## src/rtl/epcs_responder.sv

```systemverilog
`default_nettype none
// ============================================================================
// Module   : epcs_responder
// Brief    : EPCS-style serial flash slave: read (0x03), status (0x05) and
//            silicon-ID (0xAB), with a one-byte prefetch from backing memory.
// Revision : 1.0 - initial release
// ============================================================================
module epcs_responder #(
    parameter int         ADDR_W      = 24,
    parameter logic [7:0] SILICON_ID  = 8'h12,
    parameter int         MEM_LAT_MAX = 8
) (
    input  logic              SYS_CLK,
    input  logic              SIM_RST,
    input  logic              EPCS_CSN,
    input  logic              EPCS_DCLK,
    input  logic              EPCS_ASDI,
    output logic              EPCS_DATA,
    output logic [ADDR_W-1:0] mem_addr,
    output logic              mem_rd,
    input  logic [7:0]        mem_data,
    input  logic              mem_valid,
    output logic              busy,
    output logic              underrun
);

    localparam int                  c_WAIT_W = $clog2(MEM_LAT_MAX + 1);
    localparam logic [c_WAIT_W-1:0] c_LAT    = c_WAIT_W'(MEM_LAT_MAX);

    typedef enum logic [2:0] {
        S_IDLE   = 3'd0,
        S_CMD    = 3'd1,
        S_ADDR   = 3'd2,
        S_DUMMY  = 3'd3,
        S_DATA   = 3'd4,
        S_IGNORE = 3'd5
    } state_t;

    state_t              r_state, w_state_nxt;
    logic [1:0]          r_csn_s, r_dclk_s, r_asdi_s;
    logic                r_csn_d, r_dclk_d;
    logic [4:0]          r_bit_cnt;
    logic [23:0]         r_shift_in;
    logic [7:0]          r_shift_out;
    logic                r_data_out;
    logic [ADDR_W-1:0]   r_addr;
    logic                r_mem_rd, r_underrun;
    logic                r_pending, r_held, r_mode_mem;
    logic [c_WAIT_W-1:0] r_wait;
    logic [7:0]          r_held_data, r_const_byte;
    logic [1:0]          r_stale;

    logic        w_csn, w_asdi, w_csn_fall, w_dclk_rise, w_dclk_fall;
    logic [23:0] w_shift_in_nxt;
    logic        w_cnt_clr, w_cnt_inc, w_start_fetch, w_enter_const;
    logic [7:0]  w_const_val;
    logic        w_load, w_shift, w_abort;
    logic        w_accept, w_drop, w_timeout, w_mem_load, w_new_rd;
    logic        w_underrun_evt, w_abandon;
    logic [7:0]  w_load_byte;

    always_ff @(posedge SYS_CLK or posedge SIM_RST) begin
        if (SIM_RST) begin
            r_csn_s  <= 2'b11;
            r_dclk_s <= 2'b00;
            r_asdi_s <= 2'b00;
            r_csn_d  <= 1'b1;
            r_dclk_d <= 1'b0;
        end else begin
            r_csn_s  <= {r_csn_s[0], EPCS_CSN};
            r_dclk_s <= {r_dclk_s[0], EPCS_DCLK};
            r_asdi_s <= {r_asdi_s[0], EPCS_ASDI};
            r_csn_d  <= r_csn_s[1];
            r_dclk_d <= r_dclk_s[1];
        end
    end

    assign w_csn          = r_csn_s[1];
    assign w_asdi         = r_asdi_s[1];
    assign w_csn_fall     = ~w_csn & r_csn_d;
    assign w_dclk_rise    = r_dclk_s[1] & ~r_dclk_d;
    assign w_dclk_fall    = ~r_dclk_s[1] & r_dclk_d;
    assign w_shift_in_nxt = {r_shift_in[22:0], w_asdi};

    // Deasserted chip select takes priority over any DCLK edge in the same cycle
    always_comb begin
        w_state_nxt   = r_state;
        w_cnt_clr     = 1'b0;
        w_cnt_inc     = 1'b0;
        w_start_fetch = 1'b0;
        w_enter_const = 1'b0;
        w_const_val   = 8'h00;
        w_load        = 1'b0;
        w_shift       = 1'b0;
        w_abort       = 1'b0;
        if (r_state != S_IDLE && w_csn) begin
            w_state_nxt = S_IDLE;
            w_abort     = 1'b1;
            w_cnt_clr   = 1'b1;
        end else begin
            case (r_state)
                S_IDLE: begin
                    if (w_csn_fall) begin
                        w_state_nxt = S_CMD;
                        w_cnt_clr   = 1'b1;
                    end
                end
                S_CMD: begin
                    if (w_dclk_rise) begin
                        if (r_bit_cnt == 5'd7) begin
                            w_cnt_clr = 1'b1;
                            case (w_shift_in_nxt[7:0])
                                8'h03: w_state_nxt = S_ADDR;
                                8'h05: begin
                                    w_state_nxt   = S_DATA;
                                    w_enter_const = 1'b1;
                                end
                                8'hAB:   w_state_nxt = S_DUMMY;
                                default: w_state_nxt = S_IGNORE;
                            endcase
                        end else begin
                            w_cnt_inc = 1'b1;
                        end
                    end
                end
                S_ADDR: begin
                    if (w_dclk_rise) begin
                        if (r_bit_cnt == 5'd23) begin
                            w_state_nxt   = S_DATA;
                            w_start_fetch = 1'b1;
                            w_cnt_clr     = 1'b1;
                        end else begin
                            w_cnt_inc = 1'b1;
                        end
                    end
                end
                S_DUMMY: begin
                    if (w_dclk_rise) begin
                        if (r_bit_cnt == 5'd23) begin
                            w_state_nxt   = S_DATA;
                            w_enter_const = 1'b1;
                            w_const_val   = SILICON_ID;
                            w_cnt_clr     = 1'b1;
                        end else begin
                            w_cnt_inc = 1'b1;
                        end
                    end
                end
                S_DATA: begin
                    if (w_dclk_fall) begin
                        w_cnt_inc = 1'b1;
                        if (r_bit_cnt[2:0] == 3'd0) begin
                            w_load = 1'b1;
                        end else begin
                            w_shift = 1'b1;
                        end
                    end
                end
                default: ;
            endcase
        end
    end

    // A fetch abandoned by timeout or underrun may still return; r_stale
    // counts such returns so they are dropped instead of mistaken for the next byte.
    assign w_accept       = mem_valid & r_pending & (r_stale == 2'd0);
    assign w_drop         = mem_valid & (r_stale != 2'd0);
    assign w_timeout      = r_pending & (r_wait == c_LAT) & ~w_accept;
    assign w_mem_load     = w_load & r_mode_mem;
    assign w_new_rd       = w_start_fetch | w_mem_load;
    assign w_underrun_evt = w_mem_load & ~r_held & ~w_accept;
    assign w_abandon      = r_pending & ~w_accept & (w_timeout | w_underrun_evt);

    always_comb begin
        w_load_byte = r_const_byte;
        if (r_mode_mem) begin
            if (r_held) begin
                w_load_byte = r_held_data;
            end else if (w_accept) begin
                w_load_byte = mem_data;
            end else begin
                w_load_byte = 8'hFF;
            end
        end
    end

    always_ff @(posedge SYS_CLK or posedge SIM_RST) begin
        if (SIM_RST) begin
            r_state      <= S_IDLE;
            r_bit_cnt    <= '0;
            r_shift_in   <= '0;
            r_shift_out  <= 8'hFF;
            r_data_out   <= 1'b1;
            r_addr       <= '0;
            r_mem_rd     <= 1'b0;
            r_underrun   <= 1'b0;
            r_pending    <= 1'b0;
            r_wait       <= '0;
            r_held       <= 1'b0;
            r_held_data  <= '0;
            r_stale      <= '0;
            r_mode_mem   <= 1'b0;
            r_const_byte <= '0;
        end else begin
            r_state    <= w_state_nxt;
            r_mem_rd   <= 1'b0;
            r_underrun <= 1'b0;
            if (w_cnt_clr) begin
                r_bit_cnt <= '0;
            end else if (w_cnt_inc) begin
                r_bit_cnt <= r_bit_cnt + 5'd1;
            end
            if (w_dclk_rise) begin
                r_shift_in <= w_shift_in_nxt;
            end
            if (w_abort) begin
                r_data_out <= 1'b1;
                r_pending  <= 1'b0;
                r_held     <= 1'b0;
                r_stale    <= '0;
            end else begin
                if (w_enter_const) begin
                    r_mode_mem   <= 1'b0;
                    r_const_byte <= w_const_val;
                end
                if (w_start_fetch) begin
                    r_mode_mem <= 1'b1;
                    r_addr     <= w_shift_in_nxt[ADDR_W-1:0];
                end else if (w_mem_load) begin
                    r_addr <= r_addr + ADDR_W'(1);
                end
                if (w_new_rd) begin
                    r_mem_rd  <= 1'b1;
                    r_pending <= 1'b1;
                    r_wait    <= '0;
                end else begin
                    if (w_accept | w_abandon) begin
                        r_pending <= 1'b0;
                    end
                    if (r_pending && r_wait != c_LAT) begin
                        r_wait <= r_wait + c_WAIT_W'(1);
                    end
                end
                if (w_new_rd) begin
                    r_held <= 1'b0;
                end else if (w_accept) begin
                    r_held      <= 1'b1;
                    r_held_data <= mem_data;
                end
                if (w_abandon && !w_drop && r_stale != 2'd3) begin
                    r_stale <= r_stale + 2'd1;
                end else if (w_drop && !w_abandon) begin
                    r_stale <= r_stale - 2'd1;
                end
                r_underrun <= w_underrun_evt;
                if (w_load) begin
                    r_data_out  <= w_load_byte[7];
                    r_shift_out <= {w_load_byte[6:0], 1'b0};
                end else if (w_shift) begin
                    r_data_out  <= r_shift_out[7];
                    r_shift_out <= {r_shift_out[6:0], 1'b0};
                end
            end
        end
    end

    assign EPCS_DATA = r_data_out;
    assign mem_addr  = r_addr;
    assign mem_rd    = r_mem_rd;
    assign busy      = ~w_csn;
    assign underrun  = r_underrun;

endmodule
`default_nettype wire
```

## config.mk

```make
export PLATFORM = sky130hd
export DESIGN_NAME = epcs_responder
export DESIGN_NICKNAME = d
export VERILOG_FILES = /design/src/rtl/epcs_responder.sv
export SDC_FILE = /design/constraint.sdc
export NUM_CORES = 1
export LEC_CHECK = 0
export CAP_MARGIN = 20
export CELL_PAD_IN_SITES_DETAIL_PLACEMENT = 1
export CELL_PAD_IN_SITES_GLOBAL_PLACEMENT = 1
export CORE_ASPECT_RATIO = 2
export CORE_MARGIN = 2
export CORE_UTILIZATION = 41
export CTS_CLUSTER_DIAMETER = 50
export DETAILED_ROUTE_END_ITERATION = 10
export GPL_TIMING_DRIVEN = 0
export PLACE_DENSITY_LB_ADDON = 0.1
export SLEW_MARGIN = 20
export SYNTH_ARGS = -nofsm -noshare
export SYNTH_HDL_FRONTEND = slang
export SYNTH_SLANG_ARGS = --single-unit
```

## constraint.sdc

```tcl
create_clock -name SYS_CLK -period 2.9 [get_ports SYS_CLK]
set_clock_uncertainty 0.05 [all_clocks]
set_input_delay 0.58 -clock SYS_CLK [delete_from_list [all_inputs] [get_ports SYS_CLK]]
set_output_delay 0.58 -clock SYS_CLK [all_outputs]
set_load 0.05 [all_outputs]
```

==> metrics.txt <==
DRC 0; wire length of the first global-routing pass 20.24 mm; final worst-path cycle share between 80% and 90%; Total Die Area around 0.012 mm2; final hold violation count 0; leakage power 2.313 nW; diodes inserted 0; Std-Cell Rows 54; mean instance size in the synthesized netlist 10.66 um2; highest clock frequency the design can meet about 400 MHz; Worst Tran Pin Value 816.6 ps; vias after detailed routing approximately 3,400; Initial DRC Count 133; Slew HR between 40 and 50%; CTS max path bufs 2; number of enable-type register cells in the synthesized netlist 0; vias per cell 5.529; Worst Setup Slack, final 392.7 ps; CTS Root Cell sky130_fd_sc_hd__clkbuf_16; fraction of final layout cells sized beyond drive strength 1 a little under a fifth; crit-path cells buf_4 -> inv_1 -> clkdlybuf4s50_1; count of buffers inserted at the top-level ports between 40 and 50; die boundary height 152.2 um; final design utilization between 50% and 60%; clock slew at the register clock pins of the worst setup and hold paths about 70 ps; mapped cell area 0.004499 mm2; proportion of register bits with asynchronous set or reset after synthesis 100.0%; worst-case setup slack after placement 200.8 ps; maximum cell stage delay along the critical path just over 700 ps; number of gates given a new drive strength after cts 0; warning count from the yosys run 0; Sequential Power Share 49.8%; CP Data Arrival Time 1880 ps; design internal power 0.002425 W; NetSw 0.001009 W; number of buffers inserted during clock tree synthesis 9; Initial Utilization 41.62%; number of setup violations in the final report 0; primary flip-flop cell chosen by synthesis mapping sky130_fd_sc_hd__dfrtp_1; count of cell types in the netlist 58; commonest cells in the synthesized netlist sky130_fd_sc_hd__dfrtp_1 (80), sky130_fd_sc_hd__nor2_1 (47), sky130_fd_sc_hd__mux2_2 (33), sky130_fd_sc_hd__a21oi_1 (31), sky130_fd_sc_hd__nand2_1 (30); Final min period 2507 ps; final antenna-violating net count 0; power density relative to cell area 630.9 mW/mm2; number of ports placed on the die boundary 42; nature of the critical path startpoint flip-flop; Total GRT Usage 21.81%; detailed-route wire length per cell 19.20 um; Critical Path Slowest Stage Cell sky130_fd_sc_hd__clkdlybuf4s50_1; Area growth syn-to-layout 20.97%; post-route setup TNS 0 ps; highest fanout seen on the critical path 10; setup repair after global routing missed its margin no; max-cap viol count 0; share of the yosys chip area belonging to registers between 50% and 60%; highest ir drop seen on vdd 0.0003353 V; Final Routed Wirelength between 10 and 15 mm; GRT overflow 0; via count of the first global-routing pass between 3,000 and 4,000; library cell with the largest summed area after synthesis sky130_fd_sc_hd__dfrtp_1; TritonCTS clock tree built; total of fill cells in the finished design 1,206; Placement Cell Area 0.005156 mm2; deepest level of the CTS H-tree 3; critical setup path kind flip-flop to primary output; dpl cells 606; switching part of the total between 20 and 30%; Slew Viols, Final 0; number of antenna violations at the first check in global routing 0; synthesized net count approximately 440; top cells by area in the synthesized netlist sky130_fd_sc_hd__dfrtp_1 (44%), sky130_fd_sc_hd__mux2_2 (8.3%), sky130_fd_sc_hd__dfstp_2 (7.0%); worst path bufs/invs 3; final std cells w/o fill 622; Floorplan Core Area roughly 0.011 mm2; last weighted congestion value of the routability-driven placer 0.8531; capturing element type of the critical path primary output; die boundary width 78.08 um; final layout net count 496; Data required, critical path between 2000 and 2500 ps; maximum number of pins on one net before global-route repair 32; detailed placement HPWL 8.923 mm; total of hold buffers inserted after clock tree synthesis 0; most frequently used cell type in the post-synthesis netlist sky130_fd_sc_hd__dfrtp_1; clock latency of the later-clocked register in the worst-skew pair around 340 ps; storage element area 0.002317 mm2; Combinational Power Share 16.9%; Multi-input gate area just over 0.002 mm2; instance count of the mapped netlist 422; Worst path top cell family by delay buffers and inverters; post-route cell area 0.005443 mm2; # Post-CTS Setup Buffers 0; top cell type's share of synthesized area between 40% and 50%; post-synthesis register bit count 92; number of sinks driven by the clock tree 92; Hold/Removal Path Class flip-flop to flip-flop; First-pass DRT Iterations 4; clock group share of total power between 30% and 40%; run status completed
-- kinds of logic after synthesis --
| kind of cell | synth area share, % |
|---|---|
| simple gates | 20.11 |
| mux | 8.259 |
| fa+ha+maj | 1.390 |
| buf+inv | 3.114 |
| compound gates | 9.594 |
| xor+xnor | 6.034 |
| flops | 51.50 |
-- routing by layer --
| metal | GRT usage (%) | wire, um | up-vias | part of all wire [%] |
|---|---|---|---|---|
| li1 | - | - | 1609 | - |
| met1 | 23.45 | 4354 | 1755 | 36 |
| met2 | 41.87 | 7030 | 58 | 59 |
| met3 | 3.495 | 256 | 17 | 2.1 |
| met4 | 7.519 | 303 | 0 | 2.5 |
| met5 | 0 | 0 | - | 0 |
-- power groups by stage --
| stage | registers [W] | logic [W] | clock network [W] |
|---|---|---|---|
| after global placement | 0.00172 | 0.000550 | 0 |
| after floorplan | 0.00167 | 0.000444 | 0 |
| after CTS | 0.00171 | 0.000591 | 0.00117 |
| after global routing | 0.00174 | 0.000650 | 0.00122 |
| after detailed placement | 0.00173 | 0.000587 | 0 |
| final | 0.00171 | 0.000579 | 0.00115 |
-- through the flow --
stage / power (W) / hold WS, ps
2_1_floorplan: 0.002111 / 281.2
3_3_place_gp: 0.002272 / 283.9
3_5_place_dp: 0.002321 / 293.6
4_1_cts: 0.003473 / 308.4
5_1_grt: 0.003618 / 316.2
6_report: 0.003434 / 307.2
-- registers in the layout, summed over array words and instances, names as in the netlist --
signal	flops
r_asdi_s	2
r_const_byte	1
EPCS_DATA	1
r_held	1
r_pending	1
r_shift_in	23
r_wait	4
r_held_data	8
r_mode_mem	1
r_dclk_s	2
r_state	3
mem_rd	1
r_csn_d	1
r_dclk_d	1
r_bit_cnt	5
r_stale	2
mem_addr	24
underrun	1
r_csn_s	2
r_shift_out	8
-- cell usage in the layout (no fill, tap or decap), types with 7 or more instances in the layout --
master / Yosys / layout
sky130_fd_sc_hd__nor3_1: 9 / 9
sky130_fd_sc_hd__xor2_1: 14 / 14
sky130_fd_sc_hd__dfstp_2: 12 / 12
sky130_fd_sc_hd__nand2_1: 30 / 30
sky130_fd_sc_hd__xnor2_1: 17 / 17
sky130_fd_sc_hd__a21oi_1: 31 / 31
sky130_fd_sc_hd__a31oi_1: 9 / 9
sky130_fd_sc_hd__nor2_1: 47 / 47
sky130_fd_sc_hd__and3_1: 7 / 7
sky130_fd_sc_hd__mux2_2: 33 / 33
sky130_fd_sc_hd__clkbuf_16: 0 / 9
sky130_fd_sc_hd__nand4_1: 11 / 11
sky130_fd_sc_hd__o311ai_0: 7 / 7
sky130_fd_sc_hd__nand2b_1: 9 / 9
sky130_fd_sc_hd__nand3_1: 19 / 19
sky130_fd_sc_hd__dfrtp_1: 80 / 80
sky130_fd_sc_hd__clkdlybuf4s50_1: 0 / 41
sky130_fd_sc_hd__inv_1: 10 / 9
-- final cells by class --
class	count	share of cell area [%]
Clock inverter	6	0.8736
Tap cell	140	3.218
Timing Repair Buffer	44	8.782
Inverter	10	0.7586
Multi-Input combinational cell	303	37.52
Buffer	17	1.885
Clock buffer	10	4.391
Sequential cell	92	42.57
-- path summary, 6_finish.rpt --
kind | start | to | slack [ps] | cells after the start
worst max-delay path | r_csn_s[1] | busy | 390 | 3
worst min register to register | r_csn_s[0] | r_csn_s[1] | 310 | 0
min in group asynchronous | SIM_RST | r_asdi_s[0] | 570 | 2
worst max register to register | r_state[1] | r_held_data[0] | 550 | 4
worst min-delay path | r_csn_s[0] | r_csn_s[1] | 310 | 0
max in group asynchronous | SIM_RST | r_shift_out[0] | 1460 | 4
Note: power is estimated with default switching activity, not from simulation.
